<file path="config.mk">
export PLATFORM = sky130hd
export DESIGN_NAME = shot_clock_input_conditioner
export DESIGN_NICKNAME = d
export VERILOG_FILES = /design/src/rtl/shot_clock_pkg.sv /design/src/rtl/debounce_sync.sv /design/src/rtl/shot_clock_input_conditioner.sv
export SDC_FILE = /design/constraint.sdc
export NUM_CORES = 1
export LEC_CHECK = 0
export CAP_MARGIN = 20
export CORE_MARGIN = 3
export CORE_UTILIZATION = 43
export CTS_BUF_LIST = sky130_fd_sc_hd__clkbuf_8
export CTS_CLUSTER_DIAMETER = 80
export CTS_CLUSTER_SIZE = 14
export DETAILED_ROUTE_END_ITERATION = 6
export RECOVER_POWER = 100
export SETUP_SLACK_MARGIN = 0.1
export SLEW_MARGIN = 40
export SYNTH_ARGS = -nofsm -noshare
export SYNTH_HDL_FRONTEND = slang
export SYNTH_HIERARCHICAL = 1
export SYNTH_SLANG_ARGS = --single-unit
</file>
<file path="constraint.sdc">
create_clock -name clk -period 2.7 [get_ports clk]
set_input_delay 0.675 -clock clk [delete_from_list [all_inputs] [get_ports clk]]
set_output_delay 0.675 -clock clk [all_outputs]
set_load 0.05 [all_outputs]
</file>
<file path="src/rtl/shot_clock_pkg.sv">
// Shared constants and types for the shot-clock input path: debounce timing
// and the reset-pulse FSM encoding.
package shot_clock_pkg;

   localparam int CLK_HZ                  = 50_000_000;
   localparam int DEBOUNCE_MS             = 20;
   localparam int DEBOUNCE_CYCLES_DEFAULT = CLK_HZ / 1000 * DEBOUNCE_MS;

   localparam logic RST_IDLE_CODE  = 1'b0;
   localparam logic RST_PULSE_CODE = 1'b1;

   typedef enum logic {
      RST_IDLE  = RST_IDLE_CODE,
      RST_PULSE = RST_PULSE_CODE
   } rst_state_t;

   // Counter width able to hold 0 .. n-1, never narrower than one bit.
   function automatic int cnt_width(input int n);
      return (n > 1) ? $clog2(n) : 1;
   endfunction

endpackage

</file>
<file path="src/rtl/debounce_sync.sv">
// One input channel: 2-flop synchroniser, stability counter and the accepted
// (debounced) level.
module debounce_sync
   import shot_clock_pkg::*;
#(
   parameter int   DEBOUNCE_CYCLES = DEBOUNCE_CYCLES_DEFAULT,
   parameter logic RESET_LEVEL     = 1'b1
) (
   input  logic clk,
   input  logic rst,
   input  logic raw,
   output logic level
);

   localparam int            CW       = cnt_width(DEBOUNCE_CYCLES);
   localparam logic [CW-1:0] CNT_LAST = CW'(DEBOUNCE_CYCLES - 1);

   logic          sync_a;
   logic          sync_b;
   logic [CW-1:0] cnt;

   always_ff @(posedge clk) begin
      if (!rst) begin
         sync_a <= RESET_LEVEL;
         sync_b <= RESET_LEVEL;
         level  <= RESET_LEVEL;
         cnt    <= '0;
      end else begin
         sync_a <= raw;
         sync_b <= sync_a;
         // Any cycle of agreement restarts the stability window.
         if (sync_b == level) begin
            cnt <= '0;
         end else if (cnt == CNT_LAST) begin
            level <= sync_b;
            cnt   <= '0;
         end else begin
            cnt <= cnt + CW'(1);
         end
      end
   end

endmodule

</file>
<file path="src/rtl/shot_clock_input_conditioner.sv">
// Conditions the DE10-Lite reset/pause keys and mode switch into the reset
// pulse, pause level and mode level consumed by the shot-clock core.
module shot_clock_input_conditioner
   import shot_clock_pkg::*;
#(
   parameter int DEBOUNCE_CYCLES  = DEBOUNCE_CYCLES_DEFAULT,
   parameter int RST_PULSE_CYCLES = 2
) (
   input  logic clk,
   input  logic rst,
   input  logic key_reset_n,
   input  logic key_pause_n,
   input  logic sw_mode,
   output logic sc_rst,
   output logic sc_pause,
   output logic sc_mode
);

   localparam int            PW         = cnt_width(RST_PULSE_CYCLES + 1);
   localparam logic [PW-1:0] PULSE_LOAD = PW'(RST_PULSE_CYCLES);

   logic key_reset_db, key_pause_db, mode_db;
   logic key_reset_prev, key_pause_prev, mode_prev;
   logic press_reset, press_pause, mode_chg, clear_evt;

   rst_state_t    state, state_next;
   logic [PW-1:0] pulse_cnt, pulse_cnt_next;

   debounce_sync #(.DEBOUNCE_CYCLES(DEBOUNCE_CYCLES), .RESET_LEVEL(1'b1)) u_key_reset (
      .clk   (clk),
      .rst   (rst),
      .raw   (key_reset_n),
      .level (key_reset_db)
   );

   debounce_sync #(.DEBOUNCE_CYCLES(DEBOUNCE_CYCLES), .RESET_LEVEL(1'b1)) u_key_pause (
      .clk   (clk),
      .rst   (rst),
      .raw   (key_pause_n),
      .level (key_pause_db)
   );

   debounce_sync #(.DEBOUNCE_CYCLES(DEBOUNCE_CYCLES), .RESET_LEVEL(1'b0)) u_sw_mode (
      .clk   (clk),
      .rst   (rst),
      .raw   (sw_mode),
      .level (mode_db)
   );

   // Keys are active-low: only the debounced 1->0 edge is a press.
   assign press_reset = key_reset_prev & ~key_reset_db;
   assign press_pause = key_pause_prev & ~key_pause_db;
   assign mode_chg    = mode_prev ^ mode_db;
   assign clear_evt   = press_reset | mode_chg;

   always_ff @(posedge clk) begin
      if (!rst) begin
         key_reset_prev <= 1'b1;
         key_pause_prev <= 1'b1;
         mode_prev      <= 1'b0;
         sc_pause       <= 1'b0;
      end else begin
         key_reset_prev <= key_reset_db;
         key_pause_prev <= key_pause_db;
         mode_prev      <= mode_db;
         if (clear_evt) begin
            sc_pause <= 1'b0;
         end else if (press_pause) begin
            sc_pause <= ~sc_pause;
         end
      end
   end

   always_ff @(posedge clk) begin
      if (!rst) begin
         state     <= RST_IDLE;
         pulse_cnt <= '0;
      end else begin
         state     <= state_next;
         pulse_cnt <= pulse_cnt_next;
      end
   end

   // A trigger always reloads, so overlapping triggers stretch one pulse.
   always_comb begin
      state_next     = state;
      pulse_cnt_next = pulse_cnt;
      if (clear_evt) begin
         state_next     = RST_PULSE;
         pulse_cnt_next = PULSE_LOAD;
      end else if (state == RST_PULSE) begin
         if (pulse_cnt <= PW'(1)) begin
            state_next     = RST_IDLE;
            pulse_cnt_next = '0;
         end else begin
            pulse_cnt_next = pulse_cnt - PW'(1);
         end
      end
   end

   assign sc_rst  = (state == RST_PULSE);
   assign sc_mode = mode_db;

endmodule

</file>
==> results.md <==
- Flop pwr share: 56.2%
- Adder-Cell Fraction of Synth Area: roughly 1.1%
- Leakage: ~0.0010 uW
- Vias in the first global route: 2,328
- Fin area: 3670 sq um
- Final nets: 380
- Final setup violation count: 0
- Average cell area after synthesis: between 9 and 10 sq um
- Part of the cycle the worst path needs: roughly nine tenths
- Post-CTS sizing: 0
- Fin. Hold Viols: 0
- Post-Route WL: 5870 um
- HPWL after DPL: about 4000 um
- Port bufs: 7
- Vias/cell: approximately 5.2
- DP Area: about 3500 sq um
- Area delta synth->final: 9.44%
- Post-CTS setup buffers: 0
- CTS sink cnt: 76
- First drt pass iteration count: 4
- Total power: roughly 2000 uW
- Fill cell count: 700
- Worst-Margin Slew: approximately 0.82 ns
- Crit Path Max Fanout: 5
- Multiplexer share of the synthesized area: 0.298%
- Yosys warns: 6
- Register bit total from synthesis: 76
- Combinational share of power: 1.4%
- Layout cells sized above 1: about an eighth
- Switch Pwr: around 430 uW
- Tightest Hold Check Type: flop to flop
- Die area: 8900 sq um
- Dpl ws: roughly 0.5 ns
- Clock power frac: between 40% and 50%
- Clock buffer depth: 2
- Synth Area in Simple Gates: between 20% and 30%
- Setup TNS: 0 ns
- CORE AREA: 7410 sq um
- ANT cells: 0
- Crit path required time: 2.03 ns
- Gr ovfl total: 0
- Largest family of logic cells by synthesized area: simple AND/OR/NAND/NOR gates
- Status: finished, final reports clean
- CTS Buf Count: 9
- Ports: 8
- Worst EP arrival: 1.71 ns
- Starting Density: a little under half
- Mapped Nets: ~370
- CP top delay family: buffers and inverters
- Worst setup EP type: primary output
- RSZ-0062 raised after global routing: no
- VDD IR max: ~0.31 mV
- Sw Ratio: approximately a fifth
- Die Span Y: 94.3 um
- Slowest-stage cell, CP: dlygate4sd3_1
- Routed wire per std cell: 12.3 um
- Achievable Freq: 0.420 GHz
- Fin crit period: roughly 2.4 ns
- Most frequent cells in the layout: dfxtp_1 (76), xnor2_1 (31), nor2_1 (29)
- Max Cap Viol: 0
- CTS tree: built
- Worst-path cell chain: dlygate4sd3_1
- Die X: 94.3 um
- Number of H-tree levels: 3
- Worst setup SP type: flop
- Final Wtd Congestion: 0.789
- Crit path kind: flop to primary output
- Clock-pin slew on the worst setup and hold paths: 0.08 ns
- Gr usage total: ~15%
- First-pass GRT wire length: 10,400 um
- Via Count: around 2,500
- Pint: roughly 1600 uW
- Post-synthesis sequential area ratio: between 40% and 50%
- Initial DRC count: just under 100
- Clk_skew: around 0.011 ns
- # rows: 31
- Synth Area in XOR/XNOR: 11.0%
- P per Cell Area: around 550 nW/um^2
- Complex-gate fraction of the synthesized area: 9.44%
- Most common cell after layout, fill and taps aside: dfxtp_1
- Largest net degree at the start of global routing: 20
- Slowest stage delay, CP: 0.92 ns
- Fin. max-slew vios: 0
- Post-Syn Area: about 3400 sq um
- Final ANT Viol Nets: 0
- Hold-fix buffers, CTS: 0
- Skew-Pair Late Insertion Delay: roughly 0.35 ns
- Final Util: around half
- Post-route DRC: 0
- Clock Tree Root: clkbuf_8
- Relative slew slack: between 40 and 50%
- Distinct cells, synth: 43
- Setup ws final: 0.317 ns
- Initial antenna violation count: 0
- Critical path buffer and inverter count: 1
- Synth Instances: about 360
sequential cells by signal, summed over array words and instances (netlist names):
name and flops:
sc_rst 1, u_sw_mode/level 1, key_reset_prev 1, pulse_cnt 2, u_sw_mode/sync_a 1, u_key_pause/cnt 20, u_key_reset/cnt 20, sc_pause 1
u_sw_mode/sync_b 1, u_key_reset/level 1, u_key_reset/sync_a 1, u_key_pause/sync_a 1, u_key_pause/sync_b 1, u_key_reset/sync_b 1, mode_prev 1, u_key_pause/level 1
key_pause_prev 1, u_sw_mode/cnt 20
metrics by stage:
step / std cells / hold slack, ns
global route: 476 / 0.419
global placement: 460 / 0.395
detailed placement: 460 / 0.396
floorplan: 359 / 0.386
CTS: 476 / 0.415
finish: 476 / 0.414
layer usage:
layer	track usage (%)	routed length, um
met5	0	0
met4	5.54	94
met3	4.89	185
met2	22.5	2570
met1	19.2	3020
power groups by stage:
| stage | Combinational (uW) | Clock, uW | Sequential, uW |
|---|---|---|---|
| after CTS | 29.7 | 890 | 1130 |
| final | 27.3 | 852 | 1130 |
| after global routing | 30.6 | 933 | 1130 |
| after detailed placement | 29.7 | 0 | 1150 |
| after global placement | 29.4 | 0 | 1150 |
| after floorplan | 17.8 | 0 | 1150 |
synthesized netlist by cell type, drive strengths merged:
master	number	area, sq um
a21boi	3	22.5
a21oi	18	93.8
and2	3	20.0
and3	5	31.3
buf	3	45.0
clkbuf	4	18.8
dfxtp	76	1520
ha	3	37.5
inv	18	67.6
mux2i	1	10.0
nand2	18	67.6
nand2b	6	37.5
nand3	17	100
nand4	15	93.8
nand4b	1	8.76
nor2	48	230
nor3	9	45.0
nor3b	1	7.51
nor4	8	50.1
nor4bb	1	10.0
o211ai	3	27.5
o21ai	10	50.1
o21bai	2	37.5
o31ai	9	67.6
o41ai	2	17.5
or2	3	18.8
or3	7	43.8
or3b	2	17.5
or4	15	128
or4b	6	60.1
xnor2	31	272
xor2	11	96.3
worst paths after layout:
path	start	to	slack, ns	depth (start not counted)
hold / removal	u_key_pause/sync_a	u_key_pause/sync_b	0.41	1
setup / recovery	u_sw_mode/level	sc_mode	0.32	1
hold reg to reg	u_key_pause/sync_a	u_key_pause/sync_b	0.41	1
setup reg to reg	u_key_pause/cnt[14]	u_key_pause/cnt[5]	0.48	4
cells by family after synthesis:
group           count (synthesis)
compound gates                 47
xor+xnor                       42
fa+ha+maj                       3
buf+inv                        25
flops                          76
mux                             1
simple gates                  165
area by class of cell:
class	count	area [sq um]	area share (%)
repair buffers	9	77.6	2.11
inverters	18	67.6	1.84
clock inverters	6	56.3	1.53
flip-flops and latches	76	1520	41.4
clock buffers	10	138	3.75
well taps	99	124	3.37
multi-input cells	258	1690	45.9
Note: power is estimated with default switching activity, not from simulation.
